<file path="config.mk">
export PLATFORM = sky130hd
export DESIGN_NAME = tictac_ctrl_flat
export DESIGN_NICKNAME = d
export VERILOG_FILES = /design/src/rtl/tictac_ctrl_pkg.sv /design/src/rtl/tictac_ctrl_if.sv /design/src/rtl/tictac_win.sv /design/src/rtl/tictac_ctrl.sv /design/src/flat_wrapper.sv
export SDC_FILE = /design/constraint.sdc
export NUM_CORES = 1
export LEC_CHECK = 0
export ABC_AREA = 1
export BUFFER_PORTS_ARGS = -buffer_cell sky130_fd_sc_hd__buf_2
export CAP_MARGIN = 20
export CORE_UTILIZATION = 55
export CTS_BUF_LIST = sky130_fd_sc_hd__clkbuf_4 sky130_fd_sc_hd__clkbuf_8 sky130_fd_sc_hd__clkbuf_16
export DETAILED_ROUTE_END_ITERATION = 8
export PLACE_DENSITY_LB_ADDON = 0.1
export SLEW_MARGIN = 20
export SYNTH_ARGS = -nofsm -noshare
export SYNTH_HDL_FRONTEND = slang
export SYNTH_SLANG_ARGS = --single-unit
export TNS_END_PERCENT = 5
</file>
<file path="constraint.sdc">
create_clock -name freq -period 2 [get_ports freq]
set_input_delay 0.2 -clock freq [delete_from_list [all_inputs] [get_ports freq]]
set_output_delay 0.2 -clock freq [all_outputs]
set_load 0.01 [all_outputs]
</file>
<file path="src/rtl/tictac_ctrl_pkg.sv">
// rtl/tictac_ctrl_pkg.sv - shared cell codes, FSM encoding and winning-line table
package tictac_ctrl_pkg;

    localparam int BOARD_W = 18;

    localparam logic [1:0] EMPTY = 2'd0;
    localparam logic [1:0] PA    = 2'd1;
    localparam logic [1:0] PB    = 2'd2;

    localparam logic [3:0] MAX_MOVES = 4'd9;

    typedef enum logic [1:0] {
        ST_PLAY  = 2'd0,
        ST_CHECK = 2'd1,
        ST_OVER  = 2'd2
    } state_t;

    // Cell index triples for 3 rows, 3 columns and 2 diagonals
    localparam logic [3:0] LINE_TBL [8][3] = '{
        '{4'd0, 4'd1, 4'd2},
        '{4'd3, 4'd4, 4'd5},
        '{4'd6, 4'd7, 4'd8},
        '{4'd0, 4'd3, 4'd6},
        '{4'd1, 4'd4, 4'd7},
        '{4'd2, 4'd5, 4'd8},
        '{4'd0, 4'd4, 4'd8},
        '{4'd2, 4'd4, 4'd6}
    };

    // Two-bit code of cell idx within a packed board
    function automatic logic [1:0] cell_at(input logic [BOARD_W-1:0] b, input logic [3:0] idx);
        return b[{idx, 1'b0} +: 2];
    endfunction

endpackage

</file>
<file path="src/rtl/tictac_ctrl_if.sv">
// rtl/tictac_ctrl_if.sv - keypad/command inputs and board status outputs of the game controller
interface tictac_ctrl_if;

    logic                                 key_valid;
    logic [3:0]                           key_code;
    logic                                 new_game;
    logic [tictac_ctrl_pkg::BOARD_W-1:0]  board;
    logic [1:0]                           turn;
    logic                                 game_over;
    logic [1:0]                           winner;
    logic                                 illegal;

    modport master (
        output key_valid, key_code, new_game,
        input  board, turn, game_over, winner, illegal
    );

    modport slave (
        input  key_valid, key_code, new_game,
        output board, turn, game_over, winner, illegal
    );

endinterface

</file>
<file path="src/rtl/tictac_win.sv">
// rtl/tictac_win.sv - combinational detector for three equal non-empty cells on any line
module tictac_win
    import tictac_ctrl_pkg::*;
(
    input  logic [BOARD_W-1:0] board,
    output logic               win,
    output logic [1:0]         code
);

    logic [1:0] c0, c1, c2;

    // Scan the line table; the first complete line found reports its owner
    always_comb begin
        win  = 1'b0;
        code = EMPTY;
        c0   = EMPTY;
        c1   = EMPTY;
        c2   = EMPTY;
        for (int i = 0; i < 8; i++) begin
            c0 = cell_at(board, LINE_TBL[i][0]);
            c1 = cell_at(board, LINE_TBL[i][1]);
            c2 = cell_at(board, LINE_TBL[i][2]);
            if (!win && (c0 != EMPTY) && (c0 == c1) && (c1 == c2)) begin
                win  = 1'b1;
                code = c0;
            end
        end
    end

endmodule

</file>
<file path="src/rtl/tictac_ctrl.sv">
// rtl/tictac_ctrl.sv - tic-tac-toe game controller: move entry, win/draw check, turn keeping
module tictac_ctrl
    import tictac_ctrl_pkg::*;
#(
    parameter int FIRST_PLAYER = 1
) (
    input  logic         freq,
    input  logic         rst,
    tictac_ctrl_if.slave bus
);

    localparam logic [1:0] FIRST_CODE = 2'(FIRST_PLAYER);

    state_t             state_q, state_d;
    logic [BOARD_W-1:0] board_q, board_d;
    logic [1:0]         turn_q, turn_d;
    logic [1:0]         winner_q, winner_d;
    logic [3:0]         cnt_q, cnt_d;
    logic               over_q, over_d;
    logic               illegal_q, illegal_d;
    logic               key_prev_q;
    logic               armed_q;

    logic               key_edge;
    logic               code_ok;
    logic               cell_free;
    logic [3:0]         cell_idx;
    logic               line_win;
    logic [1:0]         line_code;

    tictac_win u_win (
        .board (board_q),
        .win   (line_win),
        .code  (line_code)
    );

    // armed stays low until the key has been seen released after reset,
    // so a key held across reset release never counts as a press
    assign key_edge  = bus.key_valid & ~key_prev_q & armed_q;
    assign code_ok   = (bus.key_code >= 4'd1) && (bus.key_code <= 4'd9);
    assign cell_idx  = code_ok ? (bus.key_code - 4'd1) : 4'd0;
    assign cell_free = (cell_at(board_q, cell_idx) == EMPTY);

    // Keypad edge detector
    always_ff @(posedge freq or negedge rst) begin
        if (!rst) begin
            key_prev_q <= 1'b0;
            armed_q    <= 1'b0;
        end else begin
            key_prev_q <= bus.key_valid;
            armed_q    <= armed_q | ~bus.key_valid;
        end
    end

    // Game state register; every output comes straight from here
    always_ff @(posedge freq or negedge rst) begin
        if (!rst) begin
            state_q   <= ST_PLAY;
            board_q   <= '0;
            turn_q    <= FIRST_CODE;
            winner_q  <= EMPTY;
            cnt_q     <= '0;
            over_q    <= 1'b0;
            illegal_q <= 1'b0;
        end else begin
            state_q   <= state_d;
            board_q   <= board_d;
            turn_q    <= turn_d;
            winner_q  <= winner_d;
            cnt_q     <= cnt_d;
            over_q    <= over_d;
            illegal_q <= illegal_d;
        end
    end

    // Next state: new_game first, then move entry in PLAY, outcome in CHECK
    always_comb begin
        state_d   = state_q;
        board_d   = board_q;
        turn_d    = turn_q;
        winner_d  = winner_q;
        cnt_d     = cnt_q;
        illegal_d = 1'b0;
        if (bus.new_game) begin
            state_d  = ST_PLAY;
            board_d  = '0;
            turn_d   = FIRST_CODE;
            winner_d = EMPTY;
            cnt_d    = '0;
        end else begin
            case (state_q)
                ST_PLAY: begin
                    if (key_edge) begin
                        if (code_ok && cell_free) begin
                            board_d[{cell_idx, 1'b0} +: 2] = turn_q;
                            if (cnt_q != MAX_MOVES) begin
                                cnt_d = cnt_q + 4'd1;
                            end
                            state_d = ST_CHECK;
                        end else begin
                            illegal_d = 1'b1;
                        end
                    end
                end
                ST_CHECK: begin
                    if (line_win) begin
                        state_d  = ST_OVER;
                        winner_d = line_code;
                    end else if (cnt_q == MAX_MOVES) begin
                        state_d  = ST_OVER;
                        winner_d = EMPTY;
                    end else begin
                        turn_d  = (turn_q == PA) ? PB : PA;
                        state_d = ST_PLAY;
                    end
                end
                default: begin
                end
            endcase
        end
        over_d = (state_d == ST_OVER);
    end

    assign bus.board     = board_q;
    assign bus.turn      = turn_q;
    assign bus.game_over = over_q;
    assign bus.winner    = winner_q;
    assign bus.illegal   = illegal_q;

endmodule

</file>
<file path="src/flat_wrapper.sv">
// flat-port wrapper written by rule: the top's interface ports become plain ports
module tictac_ctrl_flat import tictac_ctrl_pkg::*;
#(
    parameter int FIRST_PLAYER = 1
)
  (freq, rst, bus_key_valid, bus_key_code, bus_new_game, bus_board, bus_turn, bus_game_over, bus_winner, bus_illegal);
  tictac_ctrl_if bus_i ();
  input  logic freq;
  input  logic rst;
  input wire logic [$bits(bus_i.key_valid)-1:0] bus_key_valid;
  input wire logic [$bits(bus_i.key_code)-1:0] bus_key_code;
  input wire logic [$bits(bus_i.new_game)-1:0] bus_new_game;
  output wire logic [$bits(bus_i.board)-1:0] bus_board;
  output wire logic [$bits(bus_i.turn)-1:0] bus_turn;
  output wire logic [$bits(bus_i.game_over)-1:0] bus_game_over;
  output wire logic [$bits(bus_i.winner)-1:0] bus_winner;
  output wire logic [$bits(bus_i.illegal)-1:0] bus_illegal;
  assign bus_i.key_valid = bus_key_valid;
  assign bus_i.key_code = bus_key_code;
  assign bus_i.new_game = bus_new_game;
  assign bus_board = bus_i.board;
  assign bus_turn = bus_i.turn;
  assign bus_game_over = bus_i.game_over;
  assign bus_winner = bus_i.winner;
  assign bus_illegal = bus_i.illegal;
  tictac_ctrl #(.FIRST_PLAYER(FIRST_PLAYER)) u_core (.freq(freq), .rst(rst), .bus(bus_i));
endmodule
</file>
==> flow_metrics.tcl, run 1 <==
set metrics [dict create \
    antennaDiodeCount 0 \
    synth-seq-cells 32 \
    synth.cell_area_um2 2700 \
    ys_warn_count 0 \
    grt_max_degree 33 \
    crit_path_end_kind "register" \
    tightest_slew_ns 0.712 \
    cts_tree "yes" \
    numCtsBuffers 5 \
    place_congestion 0.956 \
    outcome "completed" \
    utilization_pct 73.1 \
    maxCapViolations 0 \
    max_freq_mhz 523 \
    num_vias 3108 \
    crit_chain "inv_1, nor3_1, o21ai_1, nand3_4, nor2_4, nand4_4, inv_2, nand2_2, nand3_1, nand2_1" \
    nFillCells 395 \
    crit_fanout 6 \
    hold_path_class "input port to register" \
    coreArea_um2 4720 \
    post_dp_cell_area_um2 3190 \
    peakVddDrop_uv 475 \
    die_w_um 72.1 \
    power_density_nw_per_um2 552 \
    pre_cts_ws_ns -0.223 \
    h-tree-depth 2 \
    routed_via_density 5.62 \
    finalSetupViolations 0 \
    row_count 25 \
    skew_ns 0.00888 \
    drt_iter0_drc 285 \
    synth_top_area_cell "dfrtp_1" \
    die_h_um 72.1 \
    synthesis.nets 428 \
    syn_avg_cell_area_um2 6.54 \
    gr-total-overflow 0 \
    netlist.area_leader.share_pct 28.7 \
    clock_latency_ns 0.29 \
    area_growth_pct 27.8 \
    synth_area_leaders "dfrtp_1 29%, nand2_1 16%, nand3_1 11%" \
    final_cell_mix "114 x nand2_1, 55 x nand3_1, 43 x buf_4" \
    postSynthCellCount 413 \
    groute.usage.overall_pct 32.6 \
    relSlewSlack_pct 52.6 \
    cp.arrival_ns 2.10 \
    antenna_left 0 \
    critical_path.slowest_cell "dfrtp_1" \
    cp.required_ns 2.18 \
    hpwl_um 5940 \
    clock-root-buffer "clkbuf_8" \
    first_global_vias 2824 \
    layout_commonest_cell "nand2_1" \
    period_share_pct 95.6 \
    layout_min_cycle_time_ns 1.91 \
    dr.pass1.iters 5 \
    drc_errors 0 \
    clockBufferDepth 2 \
    slew_violations 0 \
    fin_nets 500 \
    postLayoutCellArea_um2 3450 \
    clkTransAtPathRegs_ns 0.07 \
    cts_sinks 32 \
    setup_ws_ns 0.0888 \
    dieArea_um2 5200 \
    cpPeakStageDelay_ns 0.47 \
    netlist-cell-type-count 34 \
    crit_type "register to register" \
    hold-worst-slack_ns 0.0431 \
    drt-wirelength-per-cell_um 14.5 \
    ios 32 \
    hold_viol 0 \
    yosysSeqAreaShare_pct 29.7 \
    worst_setup_path_start_kind "register" \
    wl_um 8030 \
    start_util_pct 57.2 \
    p_leak_nw 1.85 \
    antenna_found_initial 0 \
    layout-drive-gt1-share_pct 30.2 \
    grt_setup_unrepaired "yes" \
    grt_pass1_wl_um 13100 \
    io_buffer_count 31 \
]
==> critical path, delay by kind of cell, from the launching register on <==
kind / cells / cell delay [ns]
AO/OA/AOI/OAI: 1 / 0.28
buffers and inverters: 2 / 0.28
flip-flops: 1 / 0.47
AND/OR/NAND/NOR: 7 / 0.77
==> Yosys cell counts <==
cell,number
nor2_1,32
nand2_1,118
nor4_1,5
nand2_2,5
nand3_1,57
inv_1,43
clkbuf_1,5
xnor2_1,1
o21ai_0,16
buf_4,1
nand2_4,5
nand4_1,24
nor3_1,12
o21ai_2,1
nand3_2,7
o21a_1,1
dfstp_2,1
nor2_2,4
xor2_1,2
a21oi_2,1
buf_6,2
nor2_4,1
a21oi_1,3
dfrtp_1,31
nand4_2,3
and2_1,1
buf_1,1
o31ai_1,5
inv_2,9
ha_1,7
o21ai_1,1
clkinv_1,2
nand3b_1,4
buf_2,2
==> timing repair <==
action / CTS / global route
pin swaps: 0 / 7
endpoints found under the setup margin: 2 / 25
cloned: 0 / 0
gates resized for setup: 1 / 33
hold endpoints to repair: 31 / 0
hold buffers: 1 / 0
buffers inserted: 0 / 3
==> path summary, 6_finish.rpt <==
kind,startpoint,end,slack [ns],cells past startpoint
max,u_core.bus.board[12],u_core.bus.turn[1],0.09,10
min,bus_key_valid,u_core.key_prev_q,0.04,1
max reg2reg,u_core.bus.board[12],u_core.bus.turn[1],0.09,10
min reg2reg,u_core.armed_q,u_core.armed_q,0.46,2
max in group asynchronous,rst,u_core.bus.board[9],0.99,2
min in group asynchronous,rst,u_core.bus.winner[1],0.50,2
==> kinds of logic after synthesis <==
group	count (synthesis)	share of synthesized area, %
DFF	32	29.7
and+or+nand+nor	278	50.3
xor gates and xnor gates	3	0.973
AOI/OAI and AO/OA	28	6.02
adders and majority gates	7	3.24
buffers and inverters	65	9.82
==> through the flow <==
stage          TNS (ns)  std cells  power, mW
6_report              0        553       1.91
5_1_grt          -0.552        553       1.99
4_1_cts               0        550       1.85
3_5_place_dp      -3.43        541       1.21
3_3_place_gp      -1.53        541       1.20
2_1_floorplan         0        413       1.04
==> state kept, by name, summed over array words and instances (netlist names) <==
| register | cells |
|---|---|
| u_core.armed_q | 1 |
| u_core.bus.board | 18 |
| u_core.bus.game_over | 1 |
| u_core.bus.illegal | 1 |
| u_core.bus.turn | 2 |
| u_core.bus.winner | 2 |
| u_core.cnt_q | 4 |
| u_core.key_prev_q | 1 |
| u_core.state_q | 2 |
==> report_power, final <==
part / switching (mW) / total (mW) / internal [mW]
Clock: 0.254 / 0.637 / 0.383
Combinational: 0.351 / 0.559 / 0.208
Sequential: 0.0345 / 0.712 / 0.677
==> per-layer routing <==
metal / GRT usage (%) / wire [µm]
met1: 45.4 / 3560
met2: 51.4 / 3740
met5: 0 / 0
met4: 13.3 / 195
met3: 4.17 / 539
==> layout make-up <==
type / count / area (µm²) / share of cell area, %
flip-flops and latches: 32 / 807 / 23.4
multi-input cells: 316 / 1740 / 50.5
repair buffers: 76 / 503 / 14.6
clock inverters: 2 / 35.0 / 1.01
well taps: 67 / 83.8 / 2.43
inverters: 54 / 204 / 5.91
clock buffers: 6 / 76.3 / 2.21
No activity file was read; power rests on OpenSTA's default activity.
==> run 2: changes to the inputs <==
SYNTH_HIERARCHICAL = 1   (was default)
==> run 2 against run 1 <==
Effect of this change:
- first-iteration DRC count decreased by 6.3%
- utilization increased by 4.5 points
- hold slack got worse by 0.0035 ns
- count of clock-buffer cells in the layout unchanged
- critical path type unchanged
- largest cell class unchanged
- highest routed layer unchanged
==> flow_metrics.tcl, run 2 <==
set metrics [dict create \
    postSynthCellCount 366 \
    final_cell_mix "71 x nand3_1, 68 x nand2_1, 59 x buf_4" \
    stdcell_count 512 \
    skew_ns 0.00495 \
    worst_setup_path_start_kind "register" \
    die_w_um 69.8 \
    synth_top_area_cell "dfrtp_1" \
    hold_depth 1 \
    cp.arrival_ns 2.13 \
    r2r_slack_ns 0.04 \
    dr.pass1.iters 5 \
    nFillCells 324 \
    layout_commonest_cell "nand3_1" \
    drt-wirelength-per-cell_um 14.6 \
    postLayoutCellArea_um2 3400 \
    switching_share_pct 29.8 \
    dieArea_um2 4870 \
    hold_start "bus_key_valid" \
    layout-drive-gt1-share_pct 36.7 \
    synth-edff-count 0 \
    largest_register_ffs 18 \
    grt_setup_unrepaired "yes" \
    ys.flop_type "dfrtp_1" \
    antenna_found_initial 0 \
    wl_met3_um 468 \
    relSlewSlack_pct 52.3 \
    area_growth_pct 34.6 \
    synth_area_leaders "dfrtp_1 31%, nand3_1 14%, nand2_1 11%" \
    antennaDiodeCount 0 \
    place_congestion 0.963 \
    timing.rr.end "u_core/bus.board[3]" \
    row_count 24 \
    crit_path_end_kind "register" \
    synth-seq-cells 32 \
    ios 32 \
    maxCapViolations 0 \
    start_util_pct 57.6 \
    grt_max_degree 33 \
    crit_type "register to register" \
    hold_viol 0 \
    synthArstFlopShare_pct 100 \
    switchingPower_uw 510 \
    hpwl_um 5510 \
    seqPwrFrac_pct 40.3 \
    cts_sinks 32 \
    gr-total-overflow 0 \
    drt_iter0_drc 267 \
    pre_cts_ws_ns -0.113 \
    combPwrFrac_pct 23.7 \
    pwr-share-clk_pct 36.0 \
    met1_length_um 3110 \
    hold-worst-slack_ns 0.0395 \
    intPower_mw 1.20 \
    wl_met2_um 3680 \
    peakVddDrop_uv 516 \
    dpl.cell_count 501 \
    setup_ws_ns 0.0384 \
    io_buffer_count 31 \
    utilization_pct 77.6 \
    netlist.area_leader.share_pct 30.7 \
    h-tree-depth 2 \
    yosysSeqAreaShare_pct 31.7 \
    grt_pass1_wl_um 12100 \
    crit_fanout 6 \
    max_freq_mhz 510 \
    num_vias 2905 \
    routed_via_density 5.67 \
    antenna_left 0 \
    ys_warn_count 6 \
    outcome "completed" \
    coreArea_um2 4380 \
    finalSetupViolations 0 \
    power_density_nw_per_um2 503 \
    synthesis.nets 378 \
    numCtsBuffers 5 \
    layout_min_cycle_time_ns 1.96 \
    syn_avg_cell_area_um2 6.91 \
    clock_latency_ns 0.28 \
    highest_layer "met4" \
    p_leak_nw 1.83 \
    cts_tree "yes" \
    drc_errors 0 \
    groute.usage.overall_pct 30.9 \
    r2r-start "u_core/bus.board[0]" \
    wl_um 7450 \
    clock-root-buffer "clkbuf_8" \
    clkTransAtPathRegs_ns 0.07 \
    die_h_um 69.8 \
    post_dp_cell_area_um2 3160 \
    first_global_vias 2656 \
    slew_violations 0 \
    synth.cell_area_um2 2530 \
    tightest_slew_ns 0.716 \
    yosysMostFrequentCell "nand3_1" \
    worstHoldEndpoint "u_core/key_prev_q" \
    r2r_cells 10 \
    fin_nets 471 \
    hold_path_class "input port to register" \
    clockBufferDepth 2 \
    synth_common_cells "72 x nand3_1, 71 x nand2_1, 37 x inv_1" \
    cp.required_ns 2.17 \
    period_share_pct 98.1 \
    netlist-cell-type-count 38 \
]
## run 2: cell count changes in the layout (fill, tap and decap cells not counted), moves of 4 or more
cell and delta:
nand3_1 +16, nor2_1 +7, nor4_1 -4, o31ai_1 -4, nand2_1 -46, o21ai_0 -12
or2_2 +10, nor3_1 -8, buf_4 +16, nor2_2 -5
## run 2: power by group through the flow
stage	Combinational, mW	Clock (mW)	Sequential, mW
final	0.405	0.616	0.689
after global routing	0.443	0.656	0.691
after CTS	0.365	0.624	0.689
after detailed placement	0.360	0	0.701
after global placement	0.353	0	0.701
after floorplan	0.232	0	0.704
## run 2: layout make-up
type / instances / area [µm²] / share of cell area, %
clock buffers: 6 / 76.3 / 2.24
well taps: 52 / 65.1 / 1.91
multi-input cells: 277 / 1600 / 46.9
flip-flops and latches: 32 / 810 / 23.8
inverters: 50 / 190 / 5.59
repair buffers: 93 / 631 / 18.5
clock inverters: 2 / 35.0 / 1.03
## run 2: worst max path at each step
stage                            to  depth (start not counted)  slack [ns]                 from
2_1_floorplan    u_core/bus.turn[1]                         14        0.19  u_core/bus.board[1]
3_3_place_gp        u_core/cnt_q[1]                         16       -0.03      bus_key_code[1]
4_1_cts          u_core/bus.turn[1]                         13       0.008  u_core/bus.board[9]
6_report        u_core/bus.board[3]                         10        0.04  u_core/bus.board[0]
3_5_place_dp        u_core/cnt_q[0]                         16       -0.11      bus_key_code[1]
5_1_grt        u_core/bus.winner[0]                         13       -0.10  u_core/bus.board[6]
## run 2: what timing repair did
action / 4_1_cts / 5_1_grt
gates resized for setup: 1 / 30
pin swaps: 0 / 7
hold buffers: 1 / 0
hold endpoints to repair: 25 / 0
endpoints found under the setup margin: 4 / 28
buffers inserted: 0 / 2
cloned: 0 / 1
## run 2: logic make-up (layout without fill, tap and decap cells)
logic type,count (synthesis),count (layout),share of synthesized area (%)
compound gates,25,25,6.09
simple gates,244,245,50.0
xor+xnor,3,3,1.04
fa+ha+maj,4,4,1.98
flops,32,32,31.7
buf+inv,58,151,9.21
## run 2: critical path: stages (launching register included)
cell and delay, ns:
dfrtp_1 0.46, buf_4 0.18, or2_2 0.29, nand2_1 0.07, nand3_1 0.07, nand3_1 0.13, nand3_4 0.13, nand2_4 0.17
nand4_1 0.14, nand3_1 0.14, nand2_1 0.06
## run 2: metal layers
layer  global-route usage [%]  vias to the layer above
li1                         -                     1408
met1                     40.6                     1338
met2                     53.4                      135
met3                     3.78                       24
met4                     8.22                        0
met5                        0                        -
## run 2: per-stage QoR
| stage | power, mW | TNS, ns |
|---|---|---|
| final | 1.71 | 0 |
| after global routing | 1.79 | -1.31 |
| after CTS | 1.68 | 0 |
| after detailed placement | 1.06 | -0.779 |
| after global placement | 1.05 | -0.151 |
| after floorplan | 0.935 | 0 |
